File: src/rtl/router_port_receiver.sv
// Router output-port consumer: drains the FIFO of one router port, re-frames each
// packet as a strobed byte stream with SOP/EOP, and checks parity, address and stalls.
module router_port_receiver #(
   parameter logic [1:0]  PORT_ID = 2'd0,
   parameter int unsigned TIMEOUT = 16
) (
   input  logic        clock,
   input  logic        resetn,
   input  logic        valid_out,
   input  logic [7:0]  data_out,
   output logic        read_enb,
   output logic [7:0]  pkt_byte,
   output logic        byte_valid,
   output logic        sop,
   output logic        eop,
   output logic [5:0]  pkt_len,
   output logic        pkt_done,
   output logic        parity_err,
   output logic        addr_err,
   output logic        timeout_err,
   output logic [15:0] pkt_count
);

   // Abort is decided one cycle early so pkt_done lands in the TIMEOUT-th stalled cycle.
   localparam logic [7:0] StallLast = 8'(TIMEOUT - 2);

   typedef enum logic [2:0] {StIdle, StHdr, StPayload, StParity, StDone} state_e;

   state_e      state_q, state_d;
   logic        rd_pend_q, rd_pend_d;
   logic [7:0]  stall_q, stall_d;
   logic [5:0]  cnt_q, cnt_d;
   logic [7:0]  par_q, par_d;
   logic [1:0]  addr_q, addr_d;
   logic [7:0]  byte_q, byte_d;
   logic        bv_q, bv_d;
   logic        sop_q, sop_d;
   logic        eop_q, eop_d;
   logic [5:0]  len_q, len_d;
   logic        done_q, done_d;
   logic        perr_q, perr_d;
   logic        aerr_q, aerr_d;
   logic        terr_q, terr_d;
   logic [15:0] count_q, count_d;

   logic        in_pkt;
   logic        hdr_take;

   assign read_enb = valid_out & resetn & (state_q != StDone);

   assign in_pkt = (state_q == StHdr) || (state_q == StPayload) || (state_q == StParity);
   // A read issued in the parity cycle returns the next header while in DONE.
   assign hdr_take = rd_pend_q && ((state_q == StHdr) || (state_q == StDone));

   // Next-state, byte framing, checking and stall-timer logic.
   always_comb begin
      state_d   = state_q;
      rd_pend_d = read_enb;
      stall_d   = 8'd0;
      cnt_d     = cnt_q;
      par_d     = par_q;
      addr_d    = addr_q;
      byte_d    = byte_q;
      bv_d      = 1'b0;
      sop_d     = 1'b0;
      eop_d     = 1'b0;
      len_d     = len_q;
      done_d    = 1'b0;
      perr_d    = perr_q;
      aerr_d    = aerr_q;
      terr_d    = terr_q;
      count_d   = count_q;

      unique case (state_q)
         StIdle: begin
            if (read_enb) state_d = StHdr;
         end
         StHdr: ;
         StPayload: begin
            if (rd_pend_q) begin
               par_d  = par_q ^ data_out;
               byte_d = data_out;
               bv_d   = 1'b1;
               eop_d  = (cnt_q == 6'd1);
               cnt_d  = cnt_q - 6'd1;
               if (cnt_q == 6'd1) state_d = StParity;
            end
         end
         StParity: begin
            if (rd_pend_q) begin
               perr_d  = (data_out != par_q);
               aerr_d  = (addr_q != PORT_ID);
               done_d  = 1'b1;
               state_d = StDone;
            end
         end
         StDone: begin
            if (!perr_q && !aerr_q && !terr_q) count_d = count_q + 16'd1;
            state_d = StIdle;
         end
         default: state_d = StIdle;
      endcase

      if (hdr_take) begin
         len_d   = data_out[7:2];
         addr_d  = data_out[1:0];
         par_d   = data_out;
         byte_d  = data_out;
         bv_d    = 1'b1;
         sop_d   = 1'b1;
         eop_d   = (data_out[7:2] == 6'd0);
         cnt_d   = data_out[7:2];
         perr_d  = 1'b0;
         aerr_d  = 1'b0;
         terr_d  = 1'b0;
         state_d = (data_out[7:2] == 6'd0) ? StParity : StPayload;
      end

      if (in_pkt && !valid_out && !rd_pend_q) begin
         if (stall_q == StallLast) begin
            terr_d    = 1'b1;
            done_d    = 1'b1;
            rd_pend_d = 1'b0;
            state_d   = StIdle;
         end else begin
            stall_d = stall_q + 8'd1;
         end
      end
   end

   // State and output registers with synchronous active-low reset.
   always_ff @(posedge clock) begin
      if (!resetn) begin
         state_q   <= StIdle;
         rd_pend_q <= 1'b0;
         stall_q   <= 8'd0;
         cnt_q     <= 6'd0;
         par_q     <= 8'd0;
         addr_q    <= 2'd0;
         byte_q    <= 8'd0;
         bv_q      <= 1'b0;
         sop_q     <= 1'b0;
         eop_q     <= 1'b0;
         len_q     <= 6'd0;
         done_q    <= 1'b0;
         perr_q    <= 1'b0;
         aerr_q    <= 1'b0;
         terr_q    <= 1'b0;
         count_q   <= 16'd0;
      end else begin
         state_q   <= state_d;
         rd_pend_q <= rd_pend_d;
         stall_q   <= stall_d;
         cnt_q     <= cnt_d;
         par_q     <= par_d;
         addr_q    <= addr_d;
         byte_q    <= byte_d;
         bv_q      <= bv_d;
         sop_q     <= sop_d;
         eop_q     <= eop_d;
         len_q     <= len_d;
         done_q    <= done_d;
         perr_q    <= perr_d;
         aerr_q    <= aerr_d;
         terr_q    <= terr_d;
         count_q   <= count_d;
      end
   end

   assign pkt_byte    = byte_q;
   assign byte_valid  = bv_q;
   assign sop         = sop_q;
   assign eop         = eop_q;
   assign pkt_len     = len_q;
   assign pkt_done    = done_q;
   assign parity_err  = perr_q;
   assign addr_err    = aerr_q;
   assign timeout_err = terr_q;
   assign pkt_count   = count_q;

endmodule

File: config.mk
export PLATFORM = sky130hd
export DESIGN_NAME = router_port_receiver
export DESIGN_NICKNAME = d
export VERILOG_FILES = /design/src/rtl/router_port_receiver.sv
export SDC_FILE = /design/constraint.sdc
export NUM_CORES = 1
export LEC_CHECK = 0
export BUFFER_PORTS_ARGS = -buffer_cell sky130_fd_sc_hd__buf_2
export CAP_MARGIN = 10
export CORE_AREA = 3 3 80 82
export DETAILED_ROUTE_END_ITERATION = 12
export DIE_AREA = 0 0 83 85
export HOLD_SLACK_MARGIN = 0.15
export PLACE_DENSITY = 0.74
export SYNTH_ARGS = -nofsm -noshare
export SYNTH_HDL_FRONTEND = slang
export SYNTH_SLANG_ARGS = --single-unit
export TNS_END_PERCENT = 5
File: constraint.sdc
create_clock -name clock -period 1.5 [get_ports clock]
set_input_delay 0.075 -clock clock [delete_from_list [all_inputs] [get_ports clock]]
set_output_delay 0.075 -clock clock [all_outputs]
set_load 0.03 [all_outputs]
==> flow_metrics.env <==
export IMPL_synth_top_flop_cell="dfxtp_1"
export IMPL_syn_inst=348
export IMPL_critical_path_required_ns=1.76
export IMPL_die_x_um=83
export IMPL_whs_path_depth=4
export IMPL_endpoint_kind="flip-flop"
export IMPL_grt_overflow_total=0
export IMPL_layout_setup_ws_ns=-0.0351
export IMPL_drt_met1_wl_mm=3.24
export IMPL_slew_viol_final=0
export IMPL_io_buffers=48
export IMPL_root_buffer="clkbuf_8"
export IMPL_r2r_start="timeout_err$_SDFF_PN0_"
export IMPL_synth_edff_count=0
export IMPL_clkTransAtPathRegs_ns=0.07
export IMPL_cp_data_arrival_time_ns=1.80
export IMPL_layout_drive_gt1_share_pct=31.2
export IMPL_fmax_ghz=0.651
export IMPL_ys_seq_elements=65
export IMPL_grt_max_degree=31
export IMPL_vdd_ir_drop_max_v=0.000833
export IMPL_grt_setup_unrepaired="true"
export IMPL_route_met2_wl_mm=3.63
export IMPL_insertion_delay_ns=0.33
export IMPL_crit_fanout=10
export IMPL_vias_per_cell=5.44
export IMPL_cts_made_buffers=9
export IMPL_synthDistinctLibCells=46
export IMPL_reg2regPathDepth=5
export IMPL_final_cell_mix="dfxtp_1 (51), nand2_1 (50), buf_2 (48)"
export IMPL_p_per_area_nw_per_um2=971
export IMPL_reg2reg_slack_ns=-0.04
export IMPL_initialDrtViolationCount=211
export IMPL_dr_wl_met3_um=320
export IMPL_failed_checks="negative setup slack"
export IMPL_cellLeakagePower_nw=1.52
export IMPL_final_nets=455
export IMPL_grt_pass1_vias=2689
export IMPL_min_period_ns=1.54
export IMPL_coreArea_um2=5820
export IMPL_area_growth_pct=35.3
export IMPL_final_util_pct=66.8
export IMPL_period_share_pct=102
export IMPL_worst_setup_path_start_kind="flip-flop"
export IMPL_gp_congestion=0.856
export IMPL_top_layer="met4"
export IMPL_status="complete, but fails checks"
export IMPL_grt_pass1_wl_mm=12.4
export IMPL_pin_count=49
export IMPL_yosysSeqAreaShare_pct=45.3
export IMPL_antenna_found_initial=0
export IMPL_hpwl_mm=4.99
export IMPL_min_delay_start="data_out[7]"
export IMPL_min_to="par_q[7]$_SDFFE_PN0P_"
export IMPL_setup_viol_count_final=7
export IMPL_rr_endpoint="pkt_count[10]$_SDFFE_PN0P_"
export IMPL_num_vias=2819
export IMPL_worst_pin_slew_ns=0.345
export IMPL_synth_nets=364
export IMPL_yosys_warnings=0
export IMPL_drc_errors=0
export IMPL_wirelength_mm=7.27
export IMPL_async_flop_share_pct=0
export IMPL_syn_area_um2=2870
export IMPL_die_h_um=85
export IMPL_crit_type="reg -> reg"
export IMPL_final_common_cell="dfxtp_1"
export IMPL_ctsLongestPathBuffers=2
export IMPL_max_cap_violations=0
export IMPL_cts_sinks=65
export IMPL_grt_usage_pct=21.4
export IMPL_fin_tns_setup_ns=-0.111
export IMPL_skew_ns=0.00754
export IMPL_drtAntennaViolNets=0
export IMPL_wl_per_cell_um=14.0
export IMPL_num_antenna_cells=0
export IMPL_synth_area_per_cell_um2=8.26
export IMPL_relSlewSlack_pct=76.8
export IMPL_num_rows=28
export IMPL_worst_hold_path_type="in -> reg"
export IMPL_htree_levels=3
export IMPL_tritoncts="yes"
export IMPL_initial_core_util_pct=49.4
export IMPL_die_area_um2=7060
export IMPL_finalHoldViolations=0
export IMPL_drt_first_pass_iters=4
==> worst max-delay path by stage <==
stage / from / end / slack (ns) / depth (start not counted)
after detailed placement: state_q[0]$_SDFF_PN0_ / addr_err$_SDFFE_PP0P_ / -0.17 / 5
after global placement: state_q[0]$_SDFF_PN0_ / addr_err$_SDFFE_PP0P_ / -0.13 / 5
after floorplan: state_q[0]$_SDFF_PN0_ / cnt_q[5]$_SDFFE_PN0P_ / -0.03 / 5
after CTS: timeout_err$_SDFF_PN0_ / pkt_count[10]$_SDFFE_PN0P_ / -0.02 / 5
final: timeout_err$_SDFF_PN0_ / pkt_count[10]$_SDFFE_PN0P_ / -0.04 / 5
after global routing: state_q[1]$_SDFF_PN0_ / pkt_count[15]$_SDFFE_PN0P_ / -0.14 / 4
==> layout make-up <==
cell class | count | area, um^2
sequential | 65 | 1330
inverter | 5 | 18.8
multi-input combinational | 262 | 1610
timing repair buffer | 96 | 632
tap | 75 | 93.8
clock inverter | 3 | 65.1
clock buffer | 12 | 145
fill | 495 | 1930
==> kinds of logic (layout without fill, tap and decap cells) <==
| family | Yosys count | after routing | synth area share (%) |
|---|---|---|---|
| fa+ha+maj | 5 | 5 | 2.18 |
| xor+xnor | 19 | 19 | 5.79 |
| flops | 65 | 65 | 45.3 |
| buf+inv | 21 | 116 | 3.09 |
| compound gates | 82 | 82 | 15.8 |
| mux | 1 | 1 | 0.348 |
| simple gates | 155 | 155 | 27.5 |
==> cells in the mapped netlist, types with 2 or more instances <==
| library cell | number | area, um^2 |
|---|---|---|
| nor4_1 | 2 | 12.5 |
| nand3b_1 | 2 | 15.0 |
| a221oi_1 | 2 | 17.5 |
| and3_1 | 2 | 12.5 |
| nand2_1 | 50 | 188 |
| nand4_1 | 7 | 43.8 |
| o31ai_1 | 2 | 15.0 |
| nand2b_1 | 4 | 25.0 |
| nand3_1 | 18 | 90.1 |
| nor3_1 | 4 | 20.0 |
| a31oi_1 | 3 | 18.8 |
| a21oi_1 | 41 | 205 |
| nor4b_1 | 2 | 17.5 |
| inv_1 | 4 | 15.0 |
| and4_1 | 2 | 17.5 |
| nor2_1 | 37 | 139 |
| o21ai_0 | 25 | 125 |
| or3_1 | 7 | 43.8 |
| or4_1 | 6 | 45.0 |
| dfxtp_1 | 65 | 1300 |
| buf_2 | 5 | 25.0 |
| xor2_1 | 7 | 61.3 |
| xnor2_1 | 12 | 105 |
| ha_1 | 5 | 62.6 |
| and2_1 | 4 | 25.0 |
| clkbuf_1 | 10 | 37.5 |
==> worst max-delay path, stage by stage (launching register included) <==
cell and delay (ns):
dfxtp_2 0.34, buf_4 0.15, nor3_4 0.26, nand3_4 0.16
or4_1 0.42, a21oi_1 0.14
==> sequential cells by signal (all words and copies together), names as in the netlist <==
name and count:
cnt_q 6, state_q 3, addr_err 1, parity_err 1, sop 1, pkt_len 6
rd_pend_q 1, pkt_byte 8, byte_valid 1, par_q 8, addr_q 2, pkt_count 16
eop 1, stall_q 8, pkt_done 1, timeout_err 1
==> stage by stage <==
stage / instances / hold slack [ns] / total power [mW] / setup slack (ns) / cell area [um^2]
floorplan: 348 / 0.211 / 2.03 / -0.0350 / 2900
global placement: 493 / 0.377 / 2.14 / -0.125 / 3440
detailed placement: 493 / 0.370 / 2.15 / -0.168 / 3440
CTS: 518 / 0.154 / 3.79 / -0.0187 / 3820
global route: 518 / 0.179 / 3.94 / -0.144 / 3890
finish: 518 / 0.166 / 3.78 / -0.0351 / 3890
==> power by group <==
group          leakage (nW)  internal [mW]  total (mW)  switching, mW
Combinational         0.879          0.148       0.351          0.203
Clock                 0.106          0.972        1.62          0.644
Sequential            0.533           1.77        1.81         0.0441
==> layer usage <==
layer | track usage, % | vias up
met4 | 8.32 | 0
met2 | 35.6 | 77
li1 | - | 1408
met1 | 27.1 | 1323
met3 | 4.95 | 11
met5 | 0 | -
==> what timing repair did <==
item,4_1_cts,5_1_grt
gates resized for setup,16,17
endpoints found under the setup margin,49,51
pin swaps,6,6
buffers inserted,2,0
hold buffers,8,0
hold endpoints to repair,20,0
No activity file was read; power rests on OpenSTA's default activity.
